==> src/rtl/hazard_forward_unit_pkg.sv <==
// Shared encodings for the hazard / forwarding unit.
package hazard_forward_unit_pkg;

  // Forward-select codes (zero-extended to the configured select width).
  localparam logic [2:0] FWD_RF    = 3'b000;
  localparam logic [2:0] FWD_EXMEM = 3'b001;
  localparam logic [2:0] FWD_MEMWB = 3'b010;

  // Remaining-stall counter width; LOAD_LAT never exceeds 7.
  localparam int REMBITS = 3;

  typedef enum logic {
    RUN   = 1'b0,
    STALL = 1'b1
  } state_t;

endpackage

==> src/rtl/hazard_forward_unit_fwd_select.sv <==
// Single-channel forwarding comparator: picks EX/MEM, then MEM/WB, else register file.
module fwd_select
  import hazard_forward_unit_pkg::*;
#(
  parameter int RNBITS  = 5,
  parameter int MUXBITS = 3
) (
  input  logic              i_ex_mem_regwrite,
  input  logic [RNBITS-1:0] i_ex_mem_rd,
  input  logic              i_mem_wr_regwrite,
  input  logic [RNBITS-1:0] i_mem_wr_rd,
  input  logic [RNBITS-1:0] i_src,
  output logic [MUXBITS-1:0] o_sel
);

  // EX/MEM holds the youngest value, so it wins; register 0 is never forwarded.
  always_comb begin
    o_sel = MUXBITS'(FWD_RF);
    if (i_ex_mem_regwrite && (i_ex_mem_rd != '0) && (i_ex_mem_rd == i_src))
      o_sel = MUXBITS'(FWD_EXMEM);
    else if (i_mem_wr_regwrite && (i_mem_wr_rd != '0) && (i_mem_wr_rd == i_src))
      o_sel = MUXBITS'(FWD_MEMWB);
  end

endmodule

==> src/rtl/hazard_forward_unit.sv <==
// Data-forwarding selects plus load-use stall FSM and saturating stall counter.
module hazard_forward_unit #(
  parameter int RNBITS   = 5,
  parameter int MUXBITS  = 3,
  parameter int NSRC     = 2,
  parameter int LOAD_LAT = 1,
  parameter int CNTBITS  = 16
) (
  input  logic                      i_clk,
  input  logic                      i_reset,
  input  logic                      i_EX_MEM_RegWrite,
  input  logic [RNBITS-1:0]         i_EX_MEM_Rd,
  input  logic                      i_MEM_WR_RegWrite,
  input  logic [RNBITS-1:0]         i_MEM_WR_Rd,
  input  logic [NSRC*RNBITS-1:0]    i_src,
  input  logic                      i_ID_EX_MemRead,
  input  logic [RNBITS-1:0]         i_ID_EX_Rt,
  input  logic                      i_IF_ID_valid,
  input  logic [RNBITS-1:0]         i_IF_ID_rs,
  input  logic [RNBITS-1:0]         i_IF_ID_rt,
  input  logic                      i_count_clr,
  output logic [NSRC*MUXBITS-1:0]   o_mux,
  output logic                      o_stall,
  output logic                      o_flush_ID_EX,
  output logic [CNTBITS-1:0]        o_stall_count
);
  import hazard_forward_unit_pkg::*;

  // ---------------- forwarding ----------------
  for (genvar k = 0; k < NSRC; k++) begin : g_ch
    logic [MUXBITS-1:0] sel;

    fwd_select #(.RNBITS(RNBITS), .MUXBITS(MUXBITS)) u_sel (
      .i_ex_mem_regwrite (i_EX_MEM_RegWrite),
      .i_ex_mem_rd       (i_EX_MEM_Rd),
      .i_mem_wr_regwrite (i_MEM_WR_RegWrite),
      .i_mem_wr_rd       (i_MEM_WR_Rd),
      .i_src             (i_src[k*RNBITS +: RNBITS]),
      .o_sel             (sel)
    );

    // Selects are forced to register-file while reset is held.
    assign o_mux[k*MUXBITS +: MUXBITS] = i_reset ? '0 : sel;
  end

  // ---------------- load-use stall FSM ----------------
  state_t             state_q, state_d;
  logic [REMBITS-1:0] rem_q, rem_d;
  logic               hazard;
  logic               stall;

  assign hazard = i_ID_EX_MemRead && (i_ID_EX_Rt != '0) && i_IF_ID_valid &&
                  ((i_IF_ID_rs == i_ID_EX_Rt) || (i_IF_ID_rt == i_ID_EX_Rt));

  // State and remaining-stall register.
  always_ff @(posedge i_clk) begin
    if (i_reset) begin
      state_q <= RUN;
      rem_q   <= '0;
    end else begin
      state_q <= state_d;
      rem_q   <= rem_d;
    end
  end

  // Next state: first stall cycle is the detection cycle, STALL covers the rest.
  always_comb begin
    state_d = state_q;
    rem_d   = rem_q;
    stall   = 1'b0;
    case (state_q)
      RUN: begin
        if (hazard) begin
          stall = 1'b1;
          if (LOAD_LAT > 1) begin
            state_d = STALL;
            rem_d   = REMBITS'(LOAD_LAT - 1);
          end
        end
      end
      STALL: begin
        stall = 1'b1;
        if (rem_q <= REMBITS'(1)) begin
          state_d = RUN;
          rem_d   = '0;
        end else begin
          rem_d = rem_q - REMBITS'(1);
        end
      end
      default: begin
        state_d = RUN;
        rem_d   = '0;
      end
    endcase
  end

  assign o_stall       = stall && !i_reset;
  assign o_flush_ID_EX = stall && !i_reset;

  // ---------------- stall counter ----------------
  logic [CNTBITS-1:0] cnt_q, cnt_d;

  // Clear beats increment; increment saturates at all-ones.
  always_comb begin
    cnt_d = cnt_q;
    if (i_count_clr)
      cnt_d = '0;
    else if (o_stall && !(&cnt_q))
      cnt_d = cnt_q + CNTBITS'(1);
  end

  // Counter register.
  always_ff @(posedge i_clk) begin
    if (i_reset) cnt_q <= '0;
    else         cnt_q <= cnt_d;
  end

  assign o_stall_count = cnt_q;

endmodule

==> config.mk <==
export PLATFORM = sky130hd
export DESIGN_NAME = hazard_forward_unit
export DESIGN_NICKNAME = d
export VERILOG_FILES = /design/src/rtl/hazard_forward_unit_pkg.sv /design/src/rtl/hazard_forward_unit_fwd_select.sv /design/src/rtl/hazard_forward_unit.sv
export SDC_FILE = /design/constraint.sdc
export NUM_CORES = 1
export LEC_CHECK = 0
export CORE_MARGIN = 3
export CORE_UTILIZATION = 42
export CTS_CLUSTER_SIZE = 30
export DETAILED_ROUTE_END_ITERATION = 7
export PLACE_DENSITY = 0.81
export SYNTH_ARGS = -nofsm -noshare
export SYNTH_HDL_FRONTEND = slang
export SYNTH_SLANG_ARGS = --single-unit
==> constraint.sdc <==
create_clock -name i_clk -period 2.5 [get_ports i_clk]
set_input_delay 0.25 -clock i_clk [delete_from_list [all_inputs] [get_ports i_clk]]
set_output_delay 0.25 -clock i_clk [all_outputs]
set_load 0.03 [all_outputs]
==> reports/qor.log <==
qor: sta.grt_setup_unrepaired no
qor: final_layout.area_growth_syn_to_layout 52.4%
qor: clocking.clockBufferDepth 2
qor: clocking.ctsHtreeMaxLevel 1
qor: sta.finalHoldViolations 0
qor: drt.drt_pre_antenna_iters 4
qor: floorplan.count_of_standard_cell_rows 20
qor: synth.synth_cell_type_count 36
qor: synth.ys_warn_count 0
qor: synth.complex_gate_fraction_of_the_synthesized_area 16.2%
qor: clocking.cts_num_sinks 20
qor: placement.hpwl_reported_at_the_end_of_detailed_placement 3.37 mm
qor: drt.remaining_antenna_violation_count_after_routing 0
qor: sta.clock_skew 0.00133 ns
qor: synth.yosys.area.top_type dfxtp_1
qor: setup_path.critical_path.cell_chain clkdlybuf4s50_1, or4_1, o21ai_0, buf_4, nor4_1, clkdlybuf4s50_1
qor: final_layout.final_nets 303
qor: grt.number_of_global_route_vias_before_repair 1455
qor: placement.place_congestion 0.844
qor: drt.vias 1583
qor: floorplan.dieHeight 65.2 um
qor: hold_path.min-delay-start o_stall_count[9]
qor: flow_run.timing.max_cap.violations 0
qor: pwr.p_total 684 uW
qor: synth.average_footprint_of_a_synthesized_cell 8.04 um2
qor: setup_path.timing.rr.start o_stall_count[0]
qor: setup_path.start_kind input port
qor: synth.post_synth_fa_ha_maj_area_fraction 2.55%
qor: grt.number_of_antenna_violations_at_the_first_check_in_global_routing 0
qor: synth.synth_seq_cells 20
qor: synth.mappedNetlistArea 1470 um2
qor: floorplan.io-pin-count 66
qor: pwr.maximum_vdd_ir_drop 262 uV
qor: sta.final.setup.worst_slack 0.130 ns
qor: clocking.cts-root-buf clkbuf_4
qor: drt.vias_per_cell 5.26
qor: placement.portBuffers 63
qor: final_layout.stdcell_count 301
qor: synth.synth.mux.area_fraction 1.36%
qor: floorplan.die_area 4250 um2
qor: setup_path.cp_slowest_stage_delay 0.60 ns
qor: grt.grt_first_pass_wirelength 6.59 mm
qor: sta.fin_tns_setup 0 ns
qor: hold_path.holdPathStages 2
qor: setup_path.critical_path.endpoint_type primary output
qor: final_layout.insertedDiodeCount 0
qor: clocking.tritoncts done
qor: setup_path.r2r_cells 8
qor: placement.pre_cts_slack -0.0706 ns
qor: synth.synth.top_cells.by_area dfxtp_1 (27%), xnor2_1 (12%), xor2_1 (6.5%)
qor: grt.global_route.usage.total 19.5%
qor: synth.synth_sequential_area_ratio 27.2%
qor: synth.post_synth_xor_area_fraction 18.5%
qor: clocking.postCtsSetupRepairBufs 0
qor: setup_path.critical_path_depth 6
qor: clocking.cts-buffers-inserted 3
qor: synth.synthCells 183
qor: sta.max_clock_freq 422 MHz
qor: sta.layout_min_cycle_time 2.37 ns
qor: pwr.power-per-cell-area 305 nW/um2
qor: sta.final-max-slew-violation-count 0
qor: drt.wl_per_cell 13.6 um
qor: floorplan.core_area 3200 um2
qor: setup_path.cp.buffers_inverters 3
qor: drt.drc 0
qor: setup_path.most_frequent_cell_on_critical_path clkdlybuf4s50_1
qor: setup_path.worstPathArrival 2.12 ns
qor: drt.drt-total-wl 4.09 mm
qor: grt.global_route.overflow_total 0
qor: setup_path.critical-path-top-delay-family buffers and inverters
qor: status.status complete, no violations
qor: setup_path.critPathRequiredTime 2.25 ns
qor: floorplan.initial_utilization 45.9%
qor: clocking.clock_transition_time_at_the_flip_flop_clock_pins_of_the_worst_setup_and_hold_paths 0.12 ns
qor: placement.dpl.cell_count 297
qor: synth.synth_top_family_by_area simple AND/OR/NAND/NOR gates
qor: synth.post_synth_and_or_nand_nor_area_fraction 28.0%
qor: final_layout.drive_above_1_share 9.73%
qor: setup_path.critical-path-slowest-cell clkdlybuf4s50_1
qor: drt.drt-initial-drc-count 48
qor: clocking.worst_skew_pair_latency 0.31 ns
qor: setup_path.critical_path_class in2out
qor: final_layout.finalCoreUtilization 70.0%
qor: grt.grt_max_degree 18
qor: final_layout.fillerInstances 288
qor: synth.synthDominantCellAreaShare 27.2%
qor: setup_path.reg2reg_slack 0.50 ns
qor: setup_path.timing.critical_path.fanout_max 4
qor: sta.setup_viol 0
qor: pwr.power_leakage 0.788 nW
qor: hold_path.min_path_type reg2reg
qor: setup_path.r2r-end o_stall_count[1]
qor: hold_path.worstHoldEndpoint o_stall_count[9]
qor: floorplan.floorplan.die.width 65.2 um
qor: sta.post-route-period-util 94.8%
==> cell families after synthesis <==
| family | after synthesis |
|---|---|
| flip-flops | 20 |
| buffers and inverters | 14 |
| adder cells (fa/ha/maj) | 3 |
| AND/OR/NAND/NOR | 75 |
| XOR/XNOR | 31 |
| multiplexers | 2 |
| other | 1 |
| AO/OA/AOI/OAI | 37 |
==> worst max path at each step <==
stage               endpoint           start
4_1_cts             o_mux[3]  i_EX_MEM_Rd[0]
3_3_place_gp   o_flush_ID_EX   i_ID_EX_Rt[1]
2_1_floorplan       o_mux[1]  i_EX_MEM_Rd[0]
6_report            o_mux[3]  i_EX_MEM_Rd[0]
5_1_grt             o_mux[0]  i_EX_MEM_Rd[0]
3_5_place_dp   o_flush_ID_EX   i_ID_EX_Rt[1]
==> flip-flops by register name (all words and copies together), names as in the netlist <==
signal and cells:
o_stall_count 16, rem_q 3, state_q 1
==> cell usage in the layout (no fill, tap or decap), types with 3 or more instances in the layout <==
| master | instances |
|---|---|
| or3_1 | 7 |
| nor3_1 | 7 |
| inv_1 | 6 |
| xnor2_1 | 20 |
| nor2_1 | 8 |
| buf_4 | 15 |
| nand2_1 | 14 |
| or4_1 | 11 |
| clkdlybuf4s50_1 | 59 |
| nand3_1 | 13 |
| o21ai_1 | 7 |
| o31ai_1 | 5 |
| clkbuf_4 | 3 |
| ha_1 | 3 |
| nor4_1 | 4 |
| and2_1 | 3 |
| xor2_1 | 11 |
| a21oi_1 | 16 |
| dfxtp_1 | 20 |
==> synth_stat cells (all sizes together) <==
cell type / number
a22oi: 1
xor2: 11
or3: 7
or2: 1
inv: 6
o211ai: 2
nor2: 8
and4: 2
dfxtp: 20
and3: 2
a21oi: 17
o21bai: 1
xnor2: 20
conb: 1
nor4: 4
or4: 11
nand3: 13
o31ai: 5
nand4: 1
o2111ai: 1
nand2: 14
ha: 3
o22ai: 1
and2: 3
o21ai: 8
mux2i: 2
clkbuf: 3
nor2b: 1
buf: 5
nor3: 8
a21o: 1
==> report_power, final <==
| part | internal (mW) | switching, mW | total, mW |
|---|---|---|---|
| registers | 0.319 | 0.000115 | 0.319 |
| logic | 0.104 | 0.0659 | 0.170 |
| clock network | 0.0890 | 0.106 | 0.195 |
| total | 0.512 | 0.172 | 0.684 |
==> area by class of cell <==
| type | instances | area [um2] | share of cell area (%) |
|---|---|---|---|
| Sequential cell | 20 | 400 | 17.9 |
| Timing Repair Buffer | 77 | 741 | 33.0 |
| Inverter | 6 | 22.5 | 1.00 |
| Multi-Input combinational cell | 150 | 987 | 44.0 |
| Clock buffer | 4 | 36.3 | 1.62 |
| Tap cell | 44 | 55.1 | 2.46 |
==> worst min-delay path, stage by stage (launching register included) <==
cell,delay [ns]
dfxtp_1,0.35
o31ai_1,0.07
a21oi_1,0.05
==> metal layers <==
layer	track usage, %	vias to the layer above	share of wire, %
li1	-	811	-
met1	25.8	711	47
met2	31.5	54	45
met3	3.93	7	5.9
met4	6.99	0	1.6
met5	0	-	0
==> repair_timing <==
action	CTS	global route
setup endpoints to repair	2	0
gates resized for setup	2	0
hold buffers	0	0
==> per-stage QoR <==
| stage | hold slack (ns) | area [um2] |
|---|---|---|
| finish | 0.503 | 2240 |
| global route | 0.534 | 2240 |
| CTS | 0.506 | 2240 |
| detailed placement | 0.487 | 2210 |
| global placement | 0.481 | 2210 |
| floorplan | 0.427 | 1480 |
Note: power is estimated with default switching activity, not from simulation.
